--- src/rtl/rgb_color_decoder_if.sv ---
// Stream bundle for rgb_color_decoder: pixel input handshake and colour output handshake.
// The decoder takes the slave view; the producer/consumer side takes the master view.
interface rgb_color_decoder_if;
  logic        in_valid;
  logic        in_ready;
  logic [23:0] rgb;
  logic        out_valid;
  logic        out_ready;
  logic [2:0]  color;
  logic        exact;

  modport slave (
    input  in_valid, rgb, out_ready,
    output in_ready, out_valid, color, exact
  );

  modport master (
    output in_valid, rgb, out_ready,
    input  in_ready, out_valid, color, exact
  );
endinterface

--- src/rtl/rgb_color_decoder.sv ---
// Two-stage 24-bit RGB -> 3-bit {R,G,B} colour quantiser with valid/ready on both sides.
// Define RGB_DEC_STATS_EN to build the saturating non-exact pixel counter (mismatch_cnt).
module rgb_color_decoder #(
  parameter logic [7:0]  THRESH = 8'h80,
  parameter int unsigned CNT_W  = 16
) (
  input  logic             clk,
  input  logic             rst,
  input  logic             enable,
  rgb_color_decoder_if.slave bus,
  output logic [CNT_W-1:0] mismatch_cnt
);

  logic        stall;
  logic        accept;
  logic        s1_valid;
  logic [23:0] s1_rgb;
  logic [2:0]  s1_color;
  logic        s1_exact;
  logic        out_valid_q;
  logic [2:0]  color_q;
  logic        exact_q;

  // A held output blocks both stages; a bubble (out_valid=0) never stalls.
  assign stall        = out_valid_q & ~bus.out_ready;
  assign bus.in_ready = enable & ~stall & ~rst;
  assign accept       = bus.in_valid & bus.in_ready;

  assign s1_color = {s1_rgb[23:16] >= THRESH,
                     s1_rgb[15:8]  >= THRESH,
                     s1_rgb[7:0]   >= THRESH};

  assign s1_exact = ((s1_rgb[23:16] == 8'h00) | (s1_rgb[23:16] == 8'hFF)) &
                    ((s1_rgb[15:8]  == 8'h00) | (s1_rgb[15:8]  == 8'hFF)) &
                    ((s1_rgb[7:0]   == 8'h00) | (s1_rgb[7:0]   == 8'hFF));

  // NOTE: the pixel data register has no reset; s1_valid alone qualifies it,
  // so clearing it would only add reset fan-out to a wide datapath.
  always_ff @(posedge clk) begin
    if (!stall) begin
      s1_rgb <= bus.rgb;
    end
  end

  // NOTE: state is updated with non-blocking assignments so every register
  // samples the pre-edge values, independent of statement order.
  always_ff @(posedge clk) begin
    if (rst) begin
      s1_valid    <= 1'b0;
      out_valid_q <= 1'b0;
      color_q     <= 3'b000;
      exact_q     <= 1'b0;
    end else if (!stall) begin
      s1_valid    <= accept;
      out_valid_q <= s1_valid;
      color_q     <= s1_color;
      exact_q     <= s1_exact;
    end
  end

  assign bus.out_valid = out_valid_q;
  assign bus.color     = color_q;
  assign bus.exact     = exact_q;

`ifdef RGB_DEC_STATS_EN
  logic [CNT_W-1:0] cnt_q;

  // Counts completed output handshakes of non-primary pixels; sticks at all-ones.
  always_ff @(posedge clk) begin
    if (rst) begin
      cnt_q <= '0;
    end else if (out_valid_q && bus.out_ready && !exact_q && !(&cnt_q)) begin
      cnt_q <= cnt_q + 1'b1;
    end
  end

  assign mismatch_cnt = cnt_q;
`else
  assign mismatch_cnt = '0;
`endif

endmodule
--- src/flat_wrapper.sv ---
// flat-port wrapper written by rule: the top's interface ports become plain ports
module rgb_color_decoder_flat 
#(
  parameter logic [7:0]  THRESH = 8'h80,
  parameter int unsigned CNT_W  = 16
)
  (clk, rst, enable, mismatch_cnt, bus_in_valid, bus_rgb, bus_out_ready, bus_in_ready, bus_out_valid, bus_color, bus_exact);
  rgb_color_decoder_if bus_i ();
  input  logic clk;
  input  logic rst;
  input  logic enable;
  output logic [CNT_W-1:0] mismatch_cnt;
  input wire logic [$bits(bus_i.in_valid)-1:0] bus_in_valid;
  input wire logic [$bits(bus_i.rgb)-1:0] bus_rgb;
  input wire logic [$bits(bus_i.out_ready)-1:0] bus_out_ready;
  output wire logic [$bits(bus_i.in_ready)-1:0] bus_in_ready;
  output wire logic [$bits(bus_i.out_valid)-1:0] bus_out_valid;
  output wire logic [$bits(bus_i.color)-1:0] bus_color;
  output wire logic [$bits(bus_i.exact)-1:0] bus_exact;
  assign bus_i.in_valid = bus_in_valid;
  assign bus_i.rgb = bus_rgb;
  assign bus_i.out_ready = bus_out_ready;
  assign bus_in_ready = bus_i.in_ready;
  assign bus_out_valid = bus_i.out_valid;
  assign bus_color = bus_i.color;
  assign bus_exact = bus_i.exact;
  rgb_color_decoder #(.THRESH(THRESH), .CNT_W(CNT_W)) u_core (.clk(clk), .rst(rst), .enable(enable), .bus(bus_i), .mismatch_cnt(mismatch_cnt));
endmodule
--- config.mk ---
export PLATFORM = sky130hd
export DESIGN_NAME = rgb_color_decoder_flat
export DESIGN_NICKNAME = d
export VERILOG_FILES = /design/src/rtl/rgb_color_decoder_if.sv /design/src/rtl/rgb_color_decoder.sv /design/src/flat_wrapper.sv
export SDC_FILE = /design/constraint.sdc
export NUM_CORES = 1
export LEC_CHECK = 0
export ABC_AREA = 1
export CORE_MARGIN = 4
export CORE_UTILIZATION = 35
export CTS_BUF_LIST = sky130_fd_sc_hd__clkbuf_8
export DETAILED_ROUTE_END_ITERATION = 8
export GPL_ROUTABILITY_DRIVEN = 0
export PLACE_DENSITY = 0.78
export SKIP_LAST_GASP = 1
export SLEW_MARGIN = 10
export SYNTH_ARGS = -nofsm -noshare
export SYNTH_HDL_FRONTEND = slang
export SYNTH_SLANG_ARGS = --single-unit
--- constraint.sdc ---
create_clock -name clk -period 1.15 [get_ports clk]
set_clock_uncertainty 0.05 [all_clocks]
set_input_delay 0.23 -clock clk [delete_from_list [all_inputs] [get_ports clk]]
set_output_delay 0.23 -clock clk [all_outputs]
set_load 0.01 [all_outputs]
* Word-level counts from Yosys, hierarchy flattened
Cells that the tools add are included.
** Storage, ports and cells
- Register bits :: 30
- Input port bits :: 29
- Logic and storage cells :: 26
** Cells by class
- $lt $le $gt $ge :: 3
- Eq/ne operators :: 3
- Bitwise gates (word level) :: 12
- Reductions and logical operators :: 3
** Operators with widths (number)
- == test 8 bit (second input constant) :: 3
- >= comparator 8 bit (second input constant) :: 3
- zero test 8 bit :: 3
- bitwise AND 1 bit :: 6
- NOT 1 bit :: 3
- OR 1 bit :: 3

* Depth between registers and ports, before layout
- Word-level depth :: 6
- Mapped depth :: 6

* Least setup slack after synthesis
OpenSTA, ideal clock, no wires.
- Path kind :: reg2reg
- Start point :: reg u_core.out_valid_q, in the netlist u_core.bus.out_valid
- End point :: reg u_core.s1_rgb[0], enable pin
- Setup time :: 364 ps
- Data arrival time :: 767 ps
- Required time :: 736 ps
- Setup slack :: -31 ps
- Cell stages (with the launch flop) :: 4
- Buffers on the path :: 0
- Period minus slack after synthesis :: 1181 ps
- Path through :: dfxtp_1 -> inv_1 -> nor2_2 -> inv_2
** On the way
- Word-level cells in the longest chain between the ends :: 1
** Ends and longest elaborated chain
- start, declared :: RTL line rgb_color_decoder.sv:20 : logic out_valid_q;
- start signal, assigned :: RTL line rgb_color_decoder.sv:55 : out_valid_q <= s1_valid;
- bitwise AND 1 bit :: RTL line rgb_color_decoder.sv:25 : assign stall = out_valid_q & ~bus.out_ready;
- end signal, assigned :: RTL line rgb_color_decoder.sv:41 : s1_rgb <= bus.rgb;
- end, declared :: RTL line rgb_color_decoder.sv:17 : logic [23:0] s1_rgb;
No other way between the ends.
A chain may end at the register's enable or synchronous reset.

* Worst setup path after layout
- Start point :: reg u_core.out_valid_q, in the netlist u_core.bus.out_valid
- End point :: out bus_in_ready
** On the way
- Word-level cells in the longest chain between the ends :: 4
** Ends and longest elaborated chain
- bitwise AND 1 bit :: RTL line rgb_color_decoder.sv:25
- NOT 1 bit :: RTL line rgb_color_decoder.sv:26 : assign bus.in_ready = enable & ~stall & ~rst;
- bitwise AND 1 bit (2 in series) :: RTL line rgb_color_decoder.sv:26
- end, declared :: RTL line flat_wrapper.sv:16 : output wire logic [$bits(bus_i.in_ready)-1:0] bus_in_ready;
No other way between the ends.

==> run_results.csv <==
group,metric,value,unit
layout,n_antenna_cell,0,
power_and_ir_drop,peakVddDrop,0.8177,mV
cts,cts_tree,"yes",
layout,finalNetCount,186,
run_status,outcome,"finished, violations left",
route,wl,2173,um
route,final_antenna_net_count,0,
synthesis,synthCells,110,
cts,cts-root-buf,"clkbuf_8",
sta,rsz0062_at_grt,"true",
critical_path,critPathBufInv,2,
route,drt_iter0_drc,21,
synthesis,postSynthAreaPerCell,11.17,um^2
critical_path,critical_path.max_stage_delay,0.32,ns
layout,drive_gt1_frac,0.1709,
place,hpwl,1742,um
run,maxCapViolations,0,
sta,max_freq,0.8227,GHz
sta,fin_setup_tns,-0.06554,ns
synthesis,synth.distinct_cells,15,
floorplan,die-area,4523,um^2
global_route,grt_first_pass_wirelength,3236,um
critical_path,slowest_stage,"dfxtp_2",
critical_path,crit_path_max_fanout,2,
floorplan,initial_core_util,0.3653,
cts,hold_buffers,0,
critical_path,worstPathRequired,0.87,ns
place,placed_cell_area,1628,um^2
cts,clock_path_buffers,2,
floorplan,coreArea,3363,um^2
critical_path,path_cells,"inv_2, nor2_4, nor2_2, buf_2",
global_route,grt_max_degree,17,
floorplan,fp.dieH,67.25,um
cts,cts_buffers,5,
cts,htree_num_levels,2,
sta,hold_ws,0.2665,ns
sta,period_share,1.057,
cts,path_clk_slew,0.06,ns
synthesis,yosys_warnings,0,
global_route,grt.total_usage,0.1018,
place,dp_cells,194,
critical_path,critical_path.endpoint_type,"primary output",
critical_path,arrival,0.94,ns
critical_path,critPathLaunchType,"flop",
run_status,violations,"negative setup slack",
place,numPortBuffers,34,
layout,mostFrequentLayoutCell,"clkdlybuf4s50_1",
route,vias_per_cell,4.108,
layout,fill_cells,322,
sta,setup_viol,1,
hold_path,hold_class,"input pin to flop",
route,drc_errors,0,
route,vias,838,
layout,synthToLayoutAreaGrowth,38.59,%
sta,hold_viol_final,0,
power_and_ir_drop,power.density,1313,nW/um^2
global_route,antenna_found_initial,0,
global_route,grt_pass1_vias,810,
route,first_pass_iters,4,
global_route,grt.overflow.total,0,
route,routedWlPerCell,10.65,um
layout,final_cell_area,1703,um^2
cts,worstSkewPairLatency,0.28,ns
power_and_ir_drop,fin_total_pwr,2.236,mW
synthesis,syn_area,1229,um^2
floorplan,rows,21,
critical_path,crit_type,"flop to primary output",
floorplan,io_pins,51,
floorplan,die_w,67.25,um
power_and_ir_drop,p_leak,0.7045,nW
synthesis,seq_area_frac_synth,0.6843,
layout,final_cell_mix,"clkdlybuf4s50_1, edfxtp_1, nand2_1, nor2_1, conb_1",
cts,cts.sinks,30,
layout,stdcell_count,204,
sta,setup_ws,-0.06554,ns
synthesis,ys_ff_latch,30,
critical_path,crit_family,"flip-flops",
sta,slew_viol_final,0,
sta,fin_crit,1.216,ns
-- per-stage QoR --
| step | setup slack, ns | utilization |
|---|---|---|
| floorplan | 0.04521 | - |
| global placement | -0.5688 | 0.4840 |
| detailed placement | -0.6163 | 0.4840 |
| CTS | -0.09366 | 0.5060 |
| global route | -0.1022 | 0.5063 |
| finish | -0.06554 | 0.5063 |
-- Yosys cell counts, drive strengths merged --
master | count | area (um^2)
buf | 16 | 120.1
nand4 | 1 | 6.260
nor2 | 26 | 102.6
nand3 | 1 | 5.000
conb | 1 | 3.750
edfxtp | 24 | 720.7
dfxtp | 6 | 120.1
a21oi | 1 | 5.000
nand2 | 23 | 86.33
inv | 3 | 11.26
o21ai | 8 | 47.54
-- worst register-to-register path: stages, from the launching register on --
cell and delay (ns):
dfxtp_2 0.32, inv_2 0.06, nor2_4 0.03, buf_4 0.15
inv_4 0.08, buf_12 0.15
-- final cells by class --
class,count,area (um^2),area share
inverters,3,13.76,0.008082
repair buffers,41,387.9,0.2278
clock buffers,5,68.82,0.04041
well taps,46,57.56,0.03380
multi-input cells,76,320.3,0.1881
clock inverters,3,11.26,0.006613
flip-flops and latches,30,843.3,0.4952
-- kinds of logic (layout without fill, tap and decap cells) --
group / after synthesis / after routing / share of synthesized area
and+or+nand+nor: 51 / 51 / 0.1629
buffers and inverters: 19 / 52 / 0.1069
other: 1 / 16 / 0.003052
DFF: 30 / 30 / 0.6843
AOI/OAI and AO/OA: 9 / 9 / 0.04276
-- repair_timing --
action                                 in CTS  in global routing
endpoints found under the hold margin       0                  0
buffers inserted                            0                  2
setup endpoints to repair                  31                  9
pin swaps                                   1                  1
cloned                                      0                  0
resized for setup                          20                  6
-- sequential cells by signal, summed over array words and instances, names as in the netlist --
register,count
u_core.s1_rgb,24
u_core.bus.color,3
u_core.bus.exact,1
u_core.bus.out_valid,1
u_core.s1_valid,1
-- layer usage --
layer,GRT usage,share of wire,vias to the layer above
met5,0,0,-
met4,0.04557,0.014,0
met3,0.06156,0.11,4
met2,0.1877,0.53,40
met1,0.08520,0.34,369
li1,-,-,425
-- final timing paths --
path / from / end / slack, ns / depth (start not counted)
worst min-delay path: rst / u_core.bus.out_valid / 0.27 / 2
worst max-delay path: u_core.bus.out_valid / bus_in_ready / -0.07 / 4
worst max register to register: u_core.bus.out_valid / u_core.s1_rgb[7] / 0.02 / 5
worst min register to register: u_core.s1_valid / u_core.s1_valid / 0.43 / 2
-- power breakdown --
group	leakage [nW]	switching [mW]	internal, mW
sequential	0.303	0.0335	1.24
combinational	0.361	0.0912	0.123
clock	0.0407	0.345	0.402
total	0.705	0.470	1.77
Power figures use the tool's default switching activity.
